===== config.mk =====
export PLATFORM = sky130hd
export DESIGN_NAME = alu_mc
export DESIGN_NICKNAME = d
export VERILOG_FILES = /design/src/rtl/alu_pkg.sv /design/src/rtl/alu_div.sv /design/src/rtl/alu_mc.sv
export SDC_FILE = /design/constraint.sdc
export NUM_CORES = 1
export LEC_CHECK = 0
export CORE_UTILIZATION = 56
export CTS_CLUSTER_DIAMETER = 40
export DETAILED_ROUTE_END_ITERATION = 12
export GPL_TIMING_DRIVEN = 1
export PLACE_DENSITY = 0.89
export SLEW_MARGIN = 40
export SYNTH_ARGS = -nofsm -noshare
export SYNTH_HDL_FRONTEND = slang
export SYNTH_HIERARCHICAL = 1
export SYNTH_SLANG_ARGS = --single-unit

===== constraint.sdc =====
create_clock -name clk -period 7.6 [get_ports clk]
set_input_delay 2.28 -clock clk [delete_from_list [all_inputs] [get_ports clk]]
set_output_delay 2.28 -clock clk [all_outputs]
set_load 0.05 [all_outputs]

===== src/rtl/alu_pkg.sv =====
// Shared opcode encodings and FSM state type for the multi-cycle ALU.
package alu_pkg;

  localparam logic [2:0] OP_ADD = 3'b000;
  localparam logic [2:0] OP_SUB = 3'b001;
  localparam logic [2:0] OP_MUL = 3'b010;
  localparam logic [2:0] OP_DIV = 3'b011;
  localparam logic [2:0] OP_NOT = 3'b100;
  localparam logic [2:0] OP_XOR = 3'b101;
  localparam logic [2:0] OP_OR  = 3'b110;
  localparam logic [2:0] OP_AND = 3'b111;

  typedef enum logic [1:0] {
    ST_IDLE = 2'b00,
    ST_BUSY = 2'b01,
    ST_DONE = 2'b10
  } state_t;

endpackage


===== src/rtl/alu_div.sv =====
// Iterative unsigned restoring divider, one quotient bit per cycle.
// done marks the final iteration; quotient/remainder then carry that step's result.
module alu_div
  import alu_pkg::*;
#(
  parameter int DATA_WIDTH = 16
) (
  input  logic                  clk,
  input  logic                  rst,
  input  logic                  start,
  input  logic [DATA_WIDTH-1:0] a,
  input  logic [DATA_WIDTH-1:0] b,
  output logic                  done,
  output logic [DATA_WIDTH-1:0] quotient,
  output logic [DATA_WIDTH-1:0] remainder,
  output logic                  busy
);

  localparam int CW = $clog2(DATA_WIDTH + 1);

  logic [DATA_WIDTH-1:0] acc;
  logic [DATA_WIDTH-1:0] quo;
  logic [DATA_WIDTH-1:0] dvs;
  logic [CW-1:0]         cnt;
  logic                  busy_q;

  logic [DATA_WIDTH:0]   shifted;
  logic [DATA_WIDTH:0]   diff;
  logic                  fits;

  always_comb begin
    shifted   = {acc, quo[DATA_WIDTH-1]};
    diff      = shifted - {1'b0, dvs};
    fits      = (shifted >= {1'b0, dvs});
    remainder = fits ? diff[DATA_WIDTH-1:0] : shifted[DATA_WIDTH-1:0];
    quotient  = {quo[DATA_WIDTH-2:0], fits};
  end

  assign busy = busy_q;
  assign done = busy_q && (cnt == CW'(1));

  always_ff @(posedge clk) begin
    if (rst) begin
      acc    <= '0;
      quo    <= '0;
      dvs    <= '0;
      cnt    <= '0;
      busy_q <= 1'b0;
    end else if (start) begin
      acc    <= '0;
      quo    <= a;
      dvs    <= b;
      cnt    <= CW'(DATA_WIDTH);
      busy_q <= 1'b1;
    end else if (busy_q) begin
      acc <= remainder;
      quo <= quotient;
      cnt <= cnt - 1'b1;
      if (cnt == CW'(1))
        busy_q <= 1'b0;
    end
  end

endmodule


===== src/rtl/alu_mc.sv =====
// Multi-cycle ALU with valid/ready handshake on both sides.
// Optional zero/carry flags are built when ALU_MC_FLAGS_EN is defined.
module alu_mc
  import alu_pkg::*;
#(
  parameter int DATA_WIDTH = 16,
  parameter int HIGH       = DATA_WIDTH - 1
) (
  input  logic          clk,
  input  logic          rst,
  input  logic          in_valid,
  output logic          in_ready,
  input  logic [2:0]    oc,
  input  logic [HIGH:0] a,
  input  logic [HIGH:0] b,
  output logic          out_valid,
  input  logic          out_ready,
  output logic [HIGH:0] f,
  output logic [HIGH:0] rem,
  output logic          err,
  output logic          zero,
  output logic          carry
);

  state_t state, state_next;

  logic          accept;
  logic          div_start;
  logic          div_done;
  logic          div_busy;
  logic [HIGH:0] div_q;
  logic [HIGH:0] div_r;

  logic [HIGH:0] res_f;
  logic [HIGH:0] res_rem;
  logic          res_err;

  logic          load;
  logic [HIGH:0] f_next;
  logic [HIGH:0] rem_next;
  logic          err_next;

  assign accept    = in_valid && in_ready;
  assign div_start = accept && (oc == OP_DIV) && (b != '0);

  alu_div #(.DATA_WIDTH(DATA_WIDTH)) u_div (
    .clk       (clk),
    .rst       (rst),
    .start     (div_start),
    .a         (a),
    .b         (b),
    .done      (div_done),
    .quotient  (div_q),
    .remainder (div_r),
    .busy      (div_busy)
  );

  always_ff @(posedge clk) begin
    if (rst)
      state <= ST_IDLE;
    else
      state <= state_next;
  end

  always_comb begin
    state_next = state;
    case (state)
      ST_IDLE: begin
        if (accept)
          state_next = div_start ? ST_BUSY : ST_DONE;
      end
      ST_BUSY: begin
        if (div_done)
          state_next = ST_DONE;
      end
      ST_DONE: begin
        if (accept)
          state_next = div_start ? ST_BUSY : ST_DONE;
        else if (out_ready)
          state_next = ST_IDLE;
      end
      default: state_next = ST_IDLE;
    endcase
  end

  always_comb begin
    in_ready  = (state == ST_IDLE) || ((state == ST_DONE) && out_ready);
    out_valid = (state == ST_DONE);
  end

  // Single-cycle results; the div entry only matters for the b==0 case.
  always_comb begin
    res_f   = '0;
    res_rem = '0;
    res_err = 1'b0;
    case (oc)
      OP_ADD: res_f = a + b;
      OP_SUB: res_f = a - b;
      OP_MUL: res_f = a * b;
      OP_DIV: begin
        res_f   = '1;
        res_rem = a;
        res_err = 1'b1;
      end
      OP_NOT: res_f = ~a;
      OP_XOR: res_f = a ^ b;
      OP_OR:  res_f = a | b;
      OP_AND: res_f = a & b;
      default: res_f = '0;
    endcase
  end

  always_comb begin
    load     = 1'b0;
    f_next   = res_f;
    rem_next = res_rem;
    err_next = res_err;
    if (accept && !div_start) begin
      load = 1'b1;
    end else if ((state == ST_BUSY) && div_done) begin
      load     = 1'b1;
      f_next   = div_q;
      rem_next = div_r;
      err_next = 1'b0;
    end
  end

  always_ff @(posedge clk) begin
    if (rst) begin
      f   <= '0;
      rem <= '0;
      err <= 1'b0;
    end else if (load) begin
      f   <= f_next;
      rem <= rem_next;
      err <= err_next;
    end
  end

`ifdef ALU_MC_FLAGS_EN
  logic res_carry;
  logic carry_next;

  always_comb begin
    res_carry = 1'b0;
    case (oc)
      OP_ADD:  res_carry = ({1'b0, a} + {1'b0, b}) > {1'b0, {DATA_WIDTH{1'b1}}};
      OP_SUB:  res_carry = (a < b);
      default: res_carry = 1'b0;
    endcase
    carry_next = (accept && !div_start) ? res_carry : 1'b0;
  end

  always_ff @(posedge clk) begin
    if (rst) begin
      zero  <= 1'b0;
      carry <= 1'b0;
    end else if (load) begin
      zero  <= (f_next == '0);
      carry <= carry_next;
    end
  end
`else
  assign zero  = 1'b0;
  assign carry = 1'b0;
`endif

endmodule


; ---- Word-level counts from Yosys, hierarchy flattened
; Index checks and enable logic that the tools add are counted.
[totals]
register_bits = 89
input_bits = 39
word_cells = 73
[op_classes]
addsub = 4
multipliers = 1
n_lt_le_gt_ge = 1
n_eq_ne = 13
muxes = 25
bitwise_logic = 4
reduce_logical = 15
[ops]
columns = op, count
row1 = $mux 16, 8
row2 = $pmux 16 s8, 1
row3 = $sub 16x16->16, 2
row4 = $ge 17x16->1, 1
row5 = $add 16x16->16, 1
row6 = $and 16x16->16, 1
row7 = $mul 16x16->16, 1
row8 = $not 16->16, 1
row9 = $or 16x16->16, 1
row10 = $reduce_bool 16->1, 1
row11 = $xor 16x16->16, 1
row12 = $eq 3x3->1 const B, 4
row13 = $mux 2, 5
row14 = $mux 5, 2
row15 = $mux 1, 8
row16 = $logic_and 1x1->1, 7
row17 = $eq 3x2->1 const B, 2
row18 = $pmux 2 s3, 1
row19 = $eq 5x1->1 const B, 1
row20 = $sub 5x1->5 const B, 1
row21 = $ne 2x2->1 const B, 2
row22 = $eq 3x1->1 const B, 1
row23 = $logic_not 3->1, 1
row24 = $ne 3x1->1 const B, 1
row25 = other kinds (8), 8

; ---- Depth between registers and ports, before layout
[depth]
depth_word = 9
ltp_mapped = 21

; ---- Cells and area by module
; The synthesis kept the hierarchy.
[modules_own_cells]
columns = mod, n_inst, cells_each, area_each_um2, seq_area_each_um2
row1 = alu_mc, 1, 991, 7638.6, 700.7
row2 = alu_div, 1, 407, 3294.4, 1081.0

; ---- Worst setup path after synthesis
; No wires, ideal clock.
[synth_path]
path_kind = input port to flip-flop
start = input port b[4]
end = register f[12]
setup_ps = 92
arrival_time_ps = 7324
required_ps = 7508
slack_ps = 184
cell_stages = 19
path_buffers = 1
cell_sequence = clkbuf_1 -> clkinv_1 -> nor2_1 -> fa_1 -> inv_1 -> fa_1 -> fa_1 -> fa_1 -> inv_1 -> fa_1 -> inv_1 -> fa_1 -> inv_1 -> ha_1 -> and3_1 -> a211oi_1 -> xnor2_1 -> a21oi_1 -> nor4_1
[synth_via]
elab_chain_len = 5
word_cells_on_any_way = 11
[synth_rtl]
columns = item, line_no
row1 = start: declaration, alu_mc.sv:15  ; input logic [HIGH:0] b,
row2 = branches (longest 5 deep; another with $mul 16x16->16), -
row3 = end signal: assignment, alu_mc.sv:134  ; f <= f_next;
row4 = end: declaration, alu_mc.sv:18  ; output logic [HIGH:0] f,
; Several ways; the timed one is not identified.
; A chain may end at the register's enable or synchronous reset.

; ---- Final worst setup path
[layout_path]
start = input port b[6]
end = register f[11]
; The elaborated chain is that of the path after synthesis.

==> metrics.txt <==
worst reg2reg endpoint f[12]; Post-Syn Area approximately 11000 µm²; Post-DRT Antenna Nets 0; Avg WL per Cell 20.5 µm; Nets 1754; Post-synth EDFFs 0; Cell Rows 50; number of DRC markers in iteration 0 1482; top cell type's share of synthesized area 0.163; worst slew pin tran 0.761 ns; gr ovfl total 0; part of the power in registers 0.153; Skew-Pair Late Insertion Delay 0.36 ns; die width 142 µm; final WL 36600 µm; max_slew headroom 0.491; gr usage total 0.368; # fillers 1507; hold buffers post-CTS 0; R2R cell count 7; IO buf count 73; sequential share of the synthesized area 0.163; most common cell in the synthesized netlist nor2_1; antenna cell count 0; Power, Total 3.41 mW; root buf cell clkbuf_16; Worst IR Drop VDD approximately 0.21 mV; R2R Path Start u_div/cnt[0]; maxcap violations 0; worst hold start u_div/cnt[1]; vias in the first global route 10400; Min Hold Slack 0.501 ns; ranking of synthesized cells by area dfxtp_1 16%, fa_1 15%, ha_1 13%, nor2_1 6.9%, inv_1 5.8%; fraction of layout cells with a size suffix above 1 0.115; clock input transition at the sequential cells of the worst setup and hold paths 0.06 ns; Yosys cell types 80; largest net degree at the start of global routing 58; post-CTS setup buffer count 0; Pint between 1.5 and 2 mW; Crit Path Max Fanout 6; worst hold path class reg2reg; Required @ worst endpoint 7.80 ns; Critical Path Sink Type register; Pre-Repair DR Iteration Count 6; Max Buffers Root-to-Sink 2; status completed; Switching Share 0.450; Final setup viols 0; Final Max Slew Viols 0; Worst Hold Endpoint u_div/cnt[1]; Synth-to-Final Area Change 17.6%; Worst setup SP type primary input; Final HPWL DP 28500 µm; Yosys reg bits 89; CTS tree done; top cells by count, synth 201 x nor2_1, 170 x inv_1, 157 x nand2_1; Vert. Die Dim ~140 µm; Crit path arrival time about 7.6 ns; clock skew 0.0130 ns; Ports 76; CTS Buf Count 9; synthesized instance count 1398; worst reg2reg setup slack 4.41 ns; Net Sw Power ~1.5 mW; depth of the CTS H-tree 3; Fmax 135 MHz; hold-critical path depth 2; first-pass GRT wire length 56200 µm; Yosys top cell by area dfxtp_1; async set-reset flop share out of synthesis 0; ys flop type dfxtp_1; Vias/cell 6.10; clk sinks 89; Initial Util 0.579; min Tclk post-route 7.43 ns; period utilization 0.977; Hold Vio Cnt, Final 0; Clock Power Share 0.146; initial antenna violation count 0; area of the die 20100 µm²; leakage 5.92 nW; Vias 10900; DRC 0; pwr/cell area roughly 270 nW/µm²; Mapped Avg Cell Area 7.82 µm²; GP Congestion 1.09; Critical Setup Path Class in2reg; combinational share of power 0.701; core footprint 18900 µm²; YS warnings 6
-- cell type report --
cell class              count  area (µm²)  share of cell area
repair buffers            188        1620               0.126
clock inverters             5        78.8             0.00613
well taps                 260         325              0.0253
multi-input cells        1050        8120               0.632
inverters                 180         686              0.0533
flip-flops and latches     89        1780               0.139
clock buffers              11         243              0.0189
-- sequential cells by signal (all words and copies together) (netlist names) --
name and count:
f 16, rem 16, u_div/acc 16, u_div/dvs 16, u_div/quo 16, u_div/cnt 5, state 2, err 1
u_div/busy 1
-- metrics by stage --
step / worst slack [ns] / instances / utilization / TNS (ns) / instance area (µm²)
6_report: 0.174 / 1783 / 0.681 / 0 / 12900
5_1_grt: -0.0646 / 1783 / 0.681 / -0.0892 / 12900
4_1_cts: 0.0122 / 1783 / 0.676 / 0 / 12800
3_5_place_dp: -0.375 / 1767 / 0.659 / -2.00 / 12500
3_3_place_gp: -0.216 / 1767 / 0.659 / -0.800 / 12400
2_1_floorplan: 0.184 / 1399 / - / 0 / 10900
-- critical path: stages --
cell	delay, ns
clkdlybuf4s50_1	0.51
inv_1	0.11
buf_4	0.18
nor2_1	0.18
fa_1	0.47
fa_1	0.45
ha_1	0.21
fa_1	0.47
inv_1	0.05
fa_1	0.48
fa_1	0.48
inv_1	0.04
ha_1	0.20
buf_4	0.14
or3_1	0.33
o21ai_1	0.17
a21oi_1	0.09
a21oi_1	0.21
xnor2_1	0.16
a221oi_2	0.29
a221oi_1	0.11
-- power by group through the flow --
stage | Combinational (mW) | Clock [mW] | Sequential, mW
2_1_floorplan | 1.52 | 0 | 0.584
3_3_place_gp | 2.22 | 0 | 0.529
3_5_place_dp | 2.30 | 0 | 0.529
4_1_cts | 2.32 | 0.502 | 0.519
5_1_grt | 2.66 | 0.520 | 0.522
6_report | 2.40 | 0.498 | 0.521
-- cells in the final DEF, fill, tap and decap left out, types with 7 or more instances in the layout --
cell type	Yosys	routed
a211oi_1	31	29
a21o_1	12	12
a21oi_1	72	72
a221oi_1	11	10
a22oi_1	7	7
a31oi_1	14	14
buf_4	18	113
clkbuf_16	0	9
clkdlybuf4s50_1	0	62
dfxtp_1	89	88
dlymetal6s2s_1	0	10
fa_1	82	82
ha_1	115	114
inv_1	170	169
mux2i_1	39	39
nand2_1	157	157
nand2b_1	10	10
nand3_1	8	7
nor2_1	201	199
nor3_1	15	13
o211ai_1	8	8
o21a_1	15	15
o21ai_0	66	65
o22ai_1	12	12
or3_1	8	8
xnor2_1	57	56
xor2_1	16	16
-- what timing repair did --
action / in CTS / in global routing
gates resized for setup: 1 / 24
pin swaps: 0 / 5
setup endpoints to repair: 1 / 6
-- worst max-delay path by stage --
stage / from / to / slack, ns / cells after the start
after floorplan: b[4] / f[12] / 0.18 / 19
after global placement: b[1] / f[11] / -0.22 / 20
after detailed placement: b[1] / f[11] / -0.38 / 20
after CTS: b[1] / f[12] / 0.01 / 18
after global routing: b[3] / f[11] / -0.06 / 23
final: b[6] / f[11] / 0.17 / 21
-- per-layer routing --
layer | up-vias | global-route usage | routed length [µm]
met3 | 151 | 0.0557 | 4140
met1 | 5118 | 0.484 | 14200
met2 | 720 | 0.590 | 16400
met4 | 0 | 0.184 | 1880
met5 | - | 0 | 0
li1 | 4888 | - | -
-- cells by family (layout without fill, tap and decap cells) --
group           Yosys count  count (layout)  synth area share
compound gates          297             297             0.177
xor+xnor                 74              74            0.0605
fa+ha+maj               197             197             0.282
buf+inv                 260             384             0.100
flops                    89              89             0.163
mux                      46              46            0.0457
other cells               1               2          0.000343
simple gates            434             434             0.172
No activity file was read; power rests on OpenSTA's default activity.
